===== config.mk =====
export PLATFORM = sky130hd
export DESIGN_NAME = cbpa_pipe
export DESIGN_NICKNAME = d
export VERILOG_FILES = /design/src/rtl/cbpa_pkg.sv /design/src/rtl/cbpa_seg.sv /design/src/rtl/cbpa_pipe.sv
export SDC_FILE = /design/constraint.sdc
export NUM_CORES = 1
export LEC_CHECK = 0
export CORE_MARGIN = 3
export CORE_UTILIZATION = 30
export DETAILED_ROUTE_END_ITERATION = 8
export SYNTH_ARGS = -nofsm -noshare
export SYNTH_HDL_FRONTEND = slang
export SYNTH_HIERARCHICAL = 1
export SYNTH_SLANG_ARGS = --single-unit

===== constraint.sdc =====
create_clock -name clk -period 9.14 [get_ports clk]
set_input_delay 2.742 -clock clk [delete_from_list [all_inputs] [get_ports clk]]
set_output_delay 2.742 -clock clk [all_outputs]
set_load 0.02 [all_outputs]

===== src/rtl/cbpa_pkg.sv =====
// Shared definitions for the pipelined carry-bypass adder/subtractor:
// operation encoding and the parameter legality check used at elaboration.
package cbpa_pkg;

  localparam logic OP_ADD = 1'b0;
  localparam logic OP_SUB = 1'b1;

  // Every stage must split evenly into whole carry-bypass groups.
  function automatic bit cbpa_params_ok(input int width, input int block, input int stages);
    if (stages < 1 || block < 1 || width < 1) return 1'b0;
    return (width % (stages * block)) == 0;
  endfunction

endpackage


===== src/rtl/cbpa_seg.sv =====
// Combinational SEG_W-bit carry-bypass adder built from BLOCK-bit groups.
// Also exposes the carry into the segment MSB for overflow detection.
module cbpa_seg #(
  parameter int SEG_W = 16,
  parameter int BLOCK = 4
) (
  input  logic [SEG_W-1:0] a,
  input  logic [SEG_W-1:0] b,
  input  logic             ci,
  output logic [SEG_W-1:0] s,
  output logic             co,
  output logic             c_msb_in
);

  localparam int NG = SEG_W / BLOCK;

  for (genvar g = 0; g < NG; g++) begin : g_grp
    logic [BLOCK-1:0] p;
    logic [BLOCK-1:0] gn;
    logic [BLOCK:0]   c;
    logic             gci;
    logic             gco;

    if (g == 0) begin : g_first
      assign gci = ci;
    end else begin : g_next
      assign gci = g_grp[g-1].gco;
    end

    assign p  = a[g*BLOCK +: BLOCK] ^ b[g*BLOCK +: BLOCK];
    assign gn = a[g*BLOCK +: BLOCK] & b[g*BLOCK +: BLOCK];

    always_comb begin
      c    = '0;
      c[0] = gci;
      for (int i = 0; i < BLOCK; i++) begin
        c[i+1] = gn[i] | (p[i] & c[i]);
      end
    end

    assign s[g*BLOCK +: BLOCK] = p ^ c[BLOCK-1:0];
    // A fully propagating group forwards its carry-in directly, skipping the ripple.
    assign gco = (&p) ? gci : c[BLOCK];
  end

  assign co       = g_grp[NG-1].gco;
  assign c_msb_in = g_grp[NG-1].c[BLOCK-1];

endmodule


===== src/rtl/cbpa_pipe.sv =====
// Pipelined carry-bypass adder/subtractor: STAGES registered segments with a
// valid/ready handshake on both sides and a single global advance enable.
module cbpa_pipe
  import cbpa_pkg::*;
#(
  parameter int WIDTH  = 32,
  parameter int BLOCK  = 4,
  parameter int STAGES = 2
) (
  input  logic             clk,
  input  logic             rst_n,
  input  logic             in_valid,
  output logic             in_ready,
  input  logic [WIDTH-1:0] a,
  input  logic [WIDTH-1:0] b,
  input  logic             cin,
  input  logic             op,
  output logic             out_valid,
  input  logic             out_ready,
  output logic [WIDTH-1:0] sum,
  output logic             cout,
  output logic             of
);

  localparam int SEG_W = (STAGES > 0) ? WIDTH / STAGES : WIDTH;

  if (!cbpa_params_ok(WIDTH, BLOCK, STAGES)) begin : g_bad_params
    $fatal(1, "cbpa_pipe: WIDTH must be a multiple of STAGES*BLOCK and STAGES >= 1");
  end

  logic              adv;
  logic [WIDTH-1:0]  b_eff;
  logic              c_eff;
  logic [STAGES-1:0] vld_q;
  logic [STAGES-1:0] vld_d;

  // The whole pipe moves together; a stalled output freezes every stage.
  assign adv      = !out_valid || out_ready;
  assign in_ready = adv;

  // Subtraction is a + ~b + !cin, so borrow-in maps to an inverted carry-in.
  assign b_eff = (op == OP_SUB) ? ~b : b;
  assign c_eff = (op == OP_SUB) ? ~cin : cin;

  always_comb begin
    vld_d    = vld_q;
    vld_d[0] = in_valid;
    for (int i = 1; i < STAGES; i++) begin
      vld_d[i] = vld_q[i-1];
    end
  end

  always_ff @(posedge clk or negedge rst_n) begin
    if (!rst_n) begin
      vld_q <= '0;
    end else if (adv) begin
      vld_q <= vld_d;
    end
  end

  assign out_valid = vld_q[STAGES-1];

  for (genvar k = 0; k < STAGES; k++) begin : g_stg
    localparam int HI = (k + 1) * SEG_W;

    logic [SEG_W-1:0] sa;
    logic [SEG_W-1:0] sb;
    logic [SEG_W-1:0] ss;
    logic             sci;
    logic             sco;
    logic             smsb;
    logic [HI-1:0]    s_d;
    logic [HI-1:0]    s_q;
    logic             c_q;

    if (k == 0) begin : g_head
      assign sa  = a[SEG_W-1:0];
      assign sb  = b_eff[SEG_W-1:0];
      assign sci = c_eff;
      assign s_d = ss;
    end else begin : g_body
      assign sa  = g_stg[k-1].g_pass.a_q[SEG_W-1:0];
      assign sb  = g_stg[k-1].g_pass.b_q[SEG_W-1:0];
      assign sci = g_stg[k-1].c_q;
      assign s_d = {ss, g_stg[k-1].s_q};
    end

    cbpa_seg #(
      .SEG_W (SEG_W),
      .BLOCK (BLOCK)
    ) u_seg (
      .a        (sa),
      .b        (sb),
      .ci       (sci),
      .s        (ss),
      .co       (sco),
      .c_msb_in (smsb)
    );

    if (k < STAGES - 1) begin : g_pass
      localparam int UP = WIDTH - HI;

      logic [UP-1:0] a_d;
      logic [UP-1:0] b_d;
      logic [UP-1:0] a_q;
      logic [UP-1:0] b_q;

      // Only the operand bits not yet consumed travel forward with the beat.
      if (k == 0) begin : g_src0
        assign a_d = a[WIDTH-1:HI];
        assign b_d = b_eff[WIDTH-1:HI];
      end else begin : g_srcn
        assign a_d = g_stg[k-1].g_pass.a_q[UP+SEG_W-1:SEG_W];
        assign b_d = g_stg[k-1].g_pass.b_q[UP+SEG_W-1:SEG_W];
      end

      always_ff @(posedge clk) begin
        if (adv) begin
          a_q <= a_d;
          b_q <= b_d;
          s_q <= s_d;
          c_q <= sco;
        end
      end
    end else begin : g_last
      logic of_q;

      always_ff @(posedge clk or negedge rst_n) begin
        if (!rst_n) begin
          s_q  <= '0;
          c_q  <= 1'b0;
          of_q <= 1'b0;
        end else if (adv) begin
          s_q  <= s_d;
          c_q  <= sco;
          of_q <= smsb ^ sco;
        end
      end
    end
  end

  assign sum  = g_stg[STAGES-1].s_q;
  assign cout = g_stg[STAGES-1].c_q;
  assign of   = g_stg[STAGES-1].g_last.of_q;

endmodule


==> impl_results.md, run 1 <==
* Tmin final at ~9200 ps
* TritonRoute pass-1 iters at 4
* Final Hold Violating Endpoints at 0
* Dpl cells at 568
* WS Path Type: in2reg
* Grt met3 use at 2.89%
* Register area share after synthesis at 51.8%
* Met1 usage at 13.0%
* Crit-path max cell delay at 350 ps
* Yosys top cell area share at 32.1%
* Ys Warns at 6
* DR iter-0 viols at 84
* Cell taking the most area after synthesis: edfxtp_1
* Slew Viols, Final at 0
* Area growth syn-to-layout at 39.5%
* Total GRT Usage at between 10 and 15%
* Number of flops mapped to enable cells by yosys at between 40 and 50
* Startpoint types: input port
* Relative slew slack at 43.4%
* CTS sink count at 85
* Clk buf depth at 2
* Clock-pin slew on the worst setup and hold paths at roughly 60 ps
* Routing usage on met2 at 18.4%
* Clk Latency, worst-skew pair at 320 ps
* Slew @ Worst Pin at between 800 and 900 ps
* Setup TNS at -44.7 ps
* Routed Antenna Nets at 0
* Vias in the first global route at 2,824
* CTS Buf Count at 9
* Post-synth top cells: 49 x edfxtp_1, 36 x dfrtp_1, 34 x xor2_1, 32 x fa_1, 32 x ha_1
* Fin crit share at 100%
* Pre-CTS WS at -725 ps
* Gpl congestion at 0.744
* Yosys cell types at 21
* CTS tree: yes
* Root Buffer: clkbuf_16
* Initial Util at 31.1%
* # diodes at 0
* Fin worst setup slack at -44.7 ps
* DRT Wirelength at 8.54 mm
* Worst Path Required at 9200 ps
* Synth Net Count at 410
* Via density at 4.21
* Worst hold path class: reg2reg
* Vias at between 2,000 and 3,000
* Ys flop type: edfxtp_1
* Pin count of the biggest net entering global routing at 45
* Syn avg cell area at 16.6 sq um
* Area contributors post-synth: edfxtp_1 32%, dfrtp_1 20%, fa_1 14%
* Most common cell in the netlist: edfxtp_1
* Most Crowded Layer GR: met2
* Final cell count without fillers at 601
* Die Wd at 130 microns
* CP Capture Type: flop
* Syn Std Cell Area at 4580 sq um
* Worst hold slack at roughly 460 ps
* Leakage at 2.71 nW
* IO buf count at 105
* Post-synthesis instance total at 276
* Total grt overflow at 0
* Fmax at 109 MHz
* DRC viols at 0
* Worst-path fanout max at 2
* Outcome: complete, but fails checks
* Antenna violations before repair at 0
* Critical Path AT at a little over 9000 ps
* Crit path top cell by count: buf_4
* Slowest-stage cell, CP: fa_2
* Maxcap violations at 0
* P per Cell Area at 232 nW/um^2
* Unrepaired setup endpoints after global routing: true
* Layout cells sized above 1 at 27.3%
* Die area at 16,800 sq um
* R2R Setup Slk at 1120 ps
* # setup viols final at 1
* Top Ports at 106
* Maximum vdd drop at between 90 and 100 uV
* Chip height at 130 microns
* Final net count at 546
* Site Rows at between 40 and 50
* Flops & latches, synth at between 80 and 90
* Failing checks: setup timing
* WL per Instance at 14.2 microns
* Total core area at 14,800 sq um
* Worst clock skew at 4.77 ps
* Count of hold buffers inserted by post-cts repair at 0
* First-pass GRT wire length at 14.0 mm
* Dpl hpwl at approximately 6.4 mm
* FFs w/ async S/R, synth at 42.4%
* Htree depth at 3
cell families after synthesis:
| group | after synthesis | synth area share, % |
|---|---|---|
| AOI/OAI and AO/OA | 6 | 1.04 |
| and+or+nand+nor | 22 | 2.62 |
| DFF | 85 | 51.8 |
| buffers and inverters | 28 | 3.80 |
| xor gates and xnor gates | 34 | 6.50 |
| adders and majority gates | 64 | 22.7 |
| muxes | 37 | 11.6 |
metal layers:
layer | share of wire (%) | up-vias
met5 | 0 | -
met4 | 1.7 | 0
met3 | 5.8 | 9
met2 | 51 | 65
met1 | 41 | 1259
li1 | - | 1195
power breakdown:
part | switching, mW | leakage (nW) | internal, mW | total [mW]
Combinational | 0.219 | 1.63 | 0.281 | 0.500
Sequential | 0.0544 | 0.911 | 0.517 | 0.572
Clock | 0.135 | 0.167 | 0.274 | 0.409
Total | 0.408 | 2.71 | 1.07 | 1.48
layout by cell type, fill, tap and decap left out, types with 9 or more instances in the layout:
cell	Yosys	layout
clkdlybuf4s50_1	0	99
edfxtp_1	49	49
dfrtp_1	36	36
ha_1	32	32
xor2_1	34	31
mux2_4	30	30
buf_4	3	28
fa_2	0	16
fa_1	32	16
inv_1	20	15
clkbuf_16	0	9
metrics by stage:
stage          cell area, sq um  total power, mW  utilization [%]
2_1_floorplan              4640            0.844                -
3_3_place_gp               5880             1.06             39.8
3_5_place_dp               5880             1.07             39.8
4_1_cts                    6370             1.51             43.2
5_1_grt                    6390             1.57             43.3
6_report                   6390             1.48             43.3
worst paths after layout:
check	cells after the start	startpoint	endpoint
worst max register to register	29	g_stg[0].c_q	of
min in group asynchronous	1	rst_n	sum[27]
worst max-delay path	37	cin	g_stg[0].c_q
worst min-delay path	1	vld_q[0]	vld_q[1]
max in group asynchronous	1	rst_n	sum[8]
worst min register to register	1	vld_q[0]	vld_q[1]
area by class of cell:
cell class              instances  area, sq um
flip-flops and latches         85         2370
clock inverters                 4         95.1
well taps                     184          230
multi-input cells             163         2110
fillers                      1347         8360
clock buffers                  12          246
inverters                      20         75.1
repair buffers                133         1260
flip-flops by register name, summed over array words and instances (netlist names):
signal	flops
g_stg.c_q	1
of	1
g_stg.g_pass.b_q	16
cout	1
vld_q	2
g_stg.s_q	16
g_stg.g_pass.a_q	16
sum	32
critical path, delay by kind of cell:
kind,cells,cell delay (ps)
buffers and inverters,19,1700
AO/OA/AOI/OAI,2,280
adder cells (fa/ha/maj),12,3970
AND/OR/NAND/NOR,2,140
multiplexers,1,270
XOR/XNOR,1,170
repair_timing:
action                                  CTS  global route
setup buffers                            17             0
hold endpoints to repair                  0             0
pin swaps                                 2             0
endpoints found under the setup margin    2             2
cloned                                    0             0
gates resized for setup                  21             4
Power figures use the tool's default switching activity.
==> run 2: changes to the inputs <==
SETUP_SLACK_MARGIN = 0.1   (was default)
==> run 2 against run 1 <==
Against the previous run: clock power is 16% lower; global-route usage is 0.72 points higher; the flow still finishes with violations (setup timing); critical path type unchanged; register-to-register slack better by 50 ps; sequential share of layout area is 0.53 points lower; largest power group unchanged.
==> impl_results.md, run 2 (same netlist as run 1, synthesis figures left out) <==
* Hold Path End: vld_q[1] (unchanged)
* Clk buf depth at 2 (unchanged)
* Fin crit share at 103% (was 100%)
* Total core area at 14,800 sq um (unchanged)
* Fmax at 106 MHz (was 109 MHz)
* Relative slew slack at 42.5% (was 43.4%)
* IO buf count at 105 (unchanged)
* Crit-path max cell delay at 390 ps (was 350 ps)
* Outcome: complete, but fails checks (unchanged)
* P_int at 1.02 mW (was 1.07 mW)
* Layout cells sized above 1 at 30.1% (was 27.3%)
* Most used cells in the layout excluding fill and tap cells: 99 x clkdlybuf4s50_1, 49 x edfxtp_1, 46 x buf_4 (was 99 x clkdlybuf4s50_1, 49 x edfxtp_1, 36 x dfrtp_1)
* Worst-path fanout max at 5 (was 2)
* Depth of the worst register-to-register path at 29 (unchanged)
* Failing checks: setup timing (unchanged)
* Comb pwr share at 36.5% (was 33.8%)
* Worst Path Required at 9220 ps (was 9200 ps)
* Worst clock skew at 5.47 ps (was 4.77 ps)
* DRT Wirelength at 9.17 mm (was 8.54 mm)
* FF+latch area at 2370 sq um (unchanged)
* Fillers at 1,331 (was 1,347)
* RR Endpoint: of (unchanged)
* Htree depth at 3 (unchanged)
* Dpl hpwl at 6.63 mm (was 6.39 mm)
* Die area at 16,800 sq um (unchanged)
* Hold path depth at 1 (unchanged)
* Maximum vdd drop at 82.3 uV (was 95.9 uV)
* Setup TNS at -512 ps (was -44.7 ps)
* TritonRoute pass-1 iters at 4 (unchanged)
* CTS tree: yes (unchanged)
* R2R Path Start: g_stg[0].c_q (unchanged)
* DRC viols at 0 (unchanged)
* CTS sink count at 85 (unchanged)
* Pin count of the biggest net entering global routing at 45 (unchanged)
* Site Rows at 44 (unchanged)
* Dpl cells at 568 (unchanged)
* First-pass GRT wire length at 14.7 mm (was 14.0 mm)
* Top Ports at 106 (unchanged)
* Clock network power share at 23.8% (was 27.6%)
* Via density at 4.20 (was 4.21)
* Design Power at 1.44 mW (was 1.48 mW)
* Clock-pin slew on the worst setup and hold paths at 60 ps (about the same)
* Slowest-stage cell, CP: fa_2 (unchanged)
* Switching fraction of total power at 28.9% (was 27.6%)
* Worst hold path class: reg2reg (unchanged)
* WL per Instance at 14.8 microns (was 14.2 microns)
* Unrepaired setup endpoints after global routing: true (unchanged)
* Fin area at 6480 sq um (was 6390 sq um)
* Initial Util at 31.1% (unchanged)
* DR iter-0 viols at 128 (was 84)
* Net Switching at 0.416 mW (was 0.408 mW)
* Crit path top cell by count: buf_4 (unchanged)
* Sequential power share at 39.6% (was 38.6%)
* Commonest non-fill, non-tap cell in the layout: clkdlybuf4s50_1 (unchanged)
* WS Path Type: in2reg (unchanged)
* Clk Latency, worst-skew pair at 330 ps (was 320 ps)
* Maxcap violations at 0 (unchanged)
* CTS Buf Count at 9 (unchanged)
* Min-delay src: vld_q[0] (unchanged)
* Tmin final at 9450 ps (was 9180 ps)
* # diodes at 0 (unchanged)
* Root Buffer: clkbuf_16 (unchanged)
* P per Cell Area at 222 nW/um^2 (was 232 nW/um^2)
* Final Hold Violating Endpoints at 0 (unchanged)
* Vias at 2,599 (was 2,528)
* Die Wd at 130 microns (unchanged)
* CP Capture Type: flop (unchanged)
* Chip height at 130 microns (unchanged)
* Placed Area at 5880 sq um (unchanged)
* Final cell count without fillers at 619 (was 601)
* Total grt overflow at 0 (unchanged)
* # setup viols final at 2 (was 1)
* Largest register FFs at 32 (unchanged)
* Worst hold slack at 475 ps (was 461 ps)
* Final core utilization at 43.9% (was 43.3%)
* Critical Path AT at 9520 ps (was 9250 ps)
* Leakage at 2.77 nW (was 2.71 nW)
* Pre-CTS WS at -772 ps (was -725 ps)
* Routed Antenna Nets at 0 (unchanged)
* Final net count at 564 (was 546)
* Slew Viols, Final at 0 (unchanged)
* Total GRT Usage at 11.5% (was 10.8%)
* R2R Setup Slk at 1170 ps (was 1120 ps)
* Area growth syn-to-layout at 41.5% (was 39.5%)
* Antenna violations before repair at 0 (unchanged)
* Slew @ Worst Pin at 862 ps (was 848 ps)
* Startpoint types: input port (unchanged)
* Fin worst setup slack at -307 ps (was -44.7 ps)
* Area of the multi-input gates at 2120 sq um (was 2110 sq um)
* Gpl congestion at 0.775 (was 0.744)
* Vias in the first global route at 2,955 (was 2,824)
run 2: layout make-up:
class | count | area share, %
Sequential cell | 85 | 36.6
Timing Repair Buffer | 151 | 21.6
Inverter | 20 | 1.16
Multi-Input combinational cell | 163 | 32.7
Tap cell | 184 | 3.55
Clock inverter | 1 | 0.0772
Clock buffer | 15 | 4.28
run 2: how the worst max path moves through the flow:
stage,slack (ps),startpoint,cells past startpoint,to
5_1_grt,-530,op,39,g_stg[0].c_q
6_report,-310,op,39,g_stg[0].c_q
3_3_place_gp,-620,b[0],29,g_stg[0].c_q
4_1_cts,-200,b[0],29,g_stg[0].c_q
2_1_floorplan,-290,op,30,g_stg[0].c_q
3_5_place_dp,-770,b[0],29,g_stg[0].c_q
run 2: critical path, delay by kind of cell:
| kind | cells | cell delay, ps |
|---|---|---|
| and+or+nand+nor | 2 | 160 |
| muxes | 1 | 270 |
| AOI/OAI and AO/OA | 2 | 260 |
| adders and majority gates | 12 | 4070 |
| xor gates and xnor gates | 1 | 150 |
| buffers and inverters | 21 | 1860 |
run 2: per-layer routing:
layer,vias up,part of all wire [%],GRT usage (%)
met3,10,5.4,2.76
li1,1233,-,-
met2,65,53,20.0
met1,1291,40,13.5
met4,0,1.8,5.26
met5,-,0,0
run 2: power by group through the flow:
stage	registers (mW)	logic, mW	clock network [mW]
floorplan	0.645	0.199	0
global route	0.588	0.571	0.374
global placement	0.577	0.479	0
finish	0.571	0.526	0.343
detailed placement	0.581	0.490	0
CTS	0.575	0.530	0.357
run 2: timing repair:
item,CTS,global route
setup endpoints to repair,3,3
setup buffers,33,2
gates resized for setup,19,7
pin swaps,6,0
hold buffers,0,0
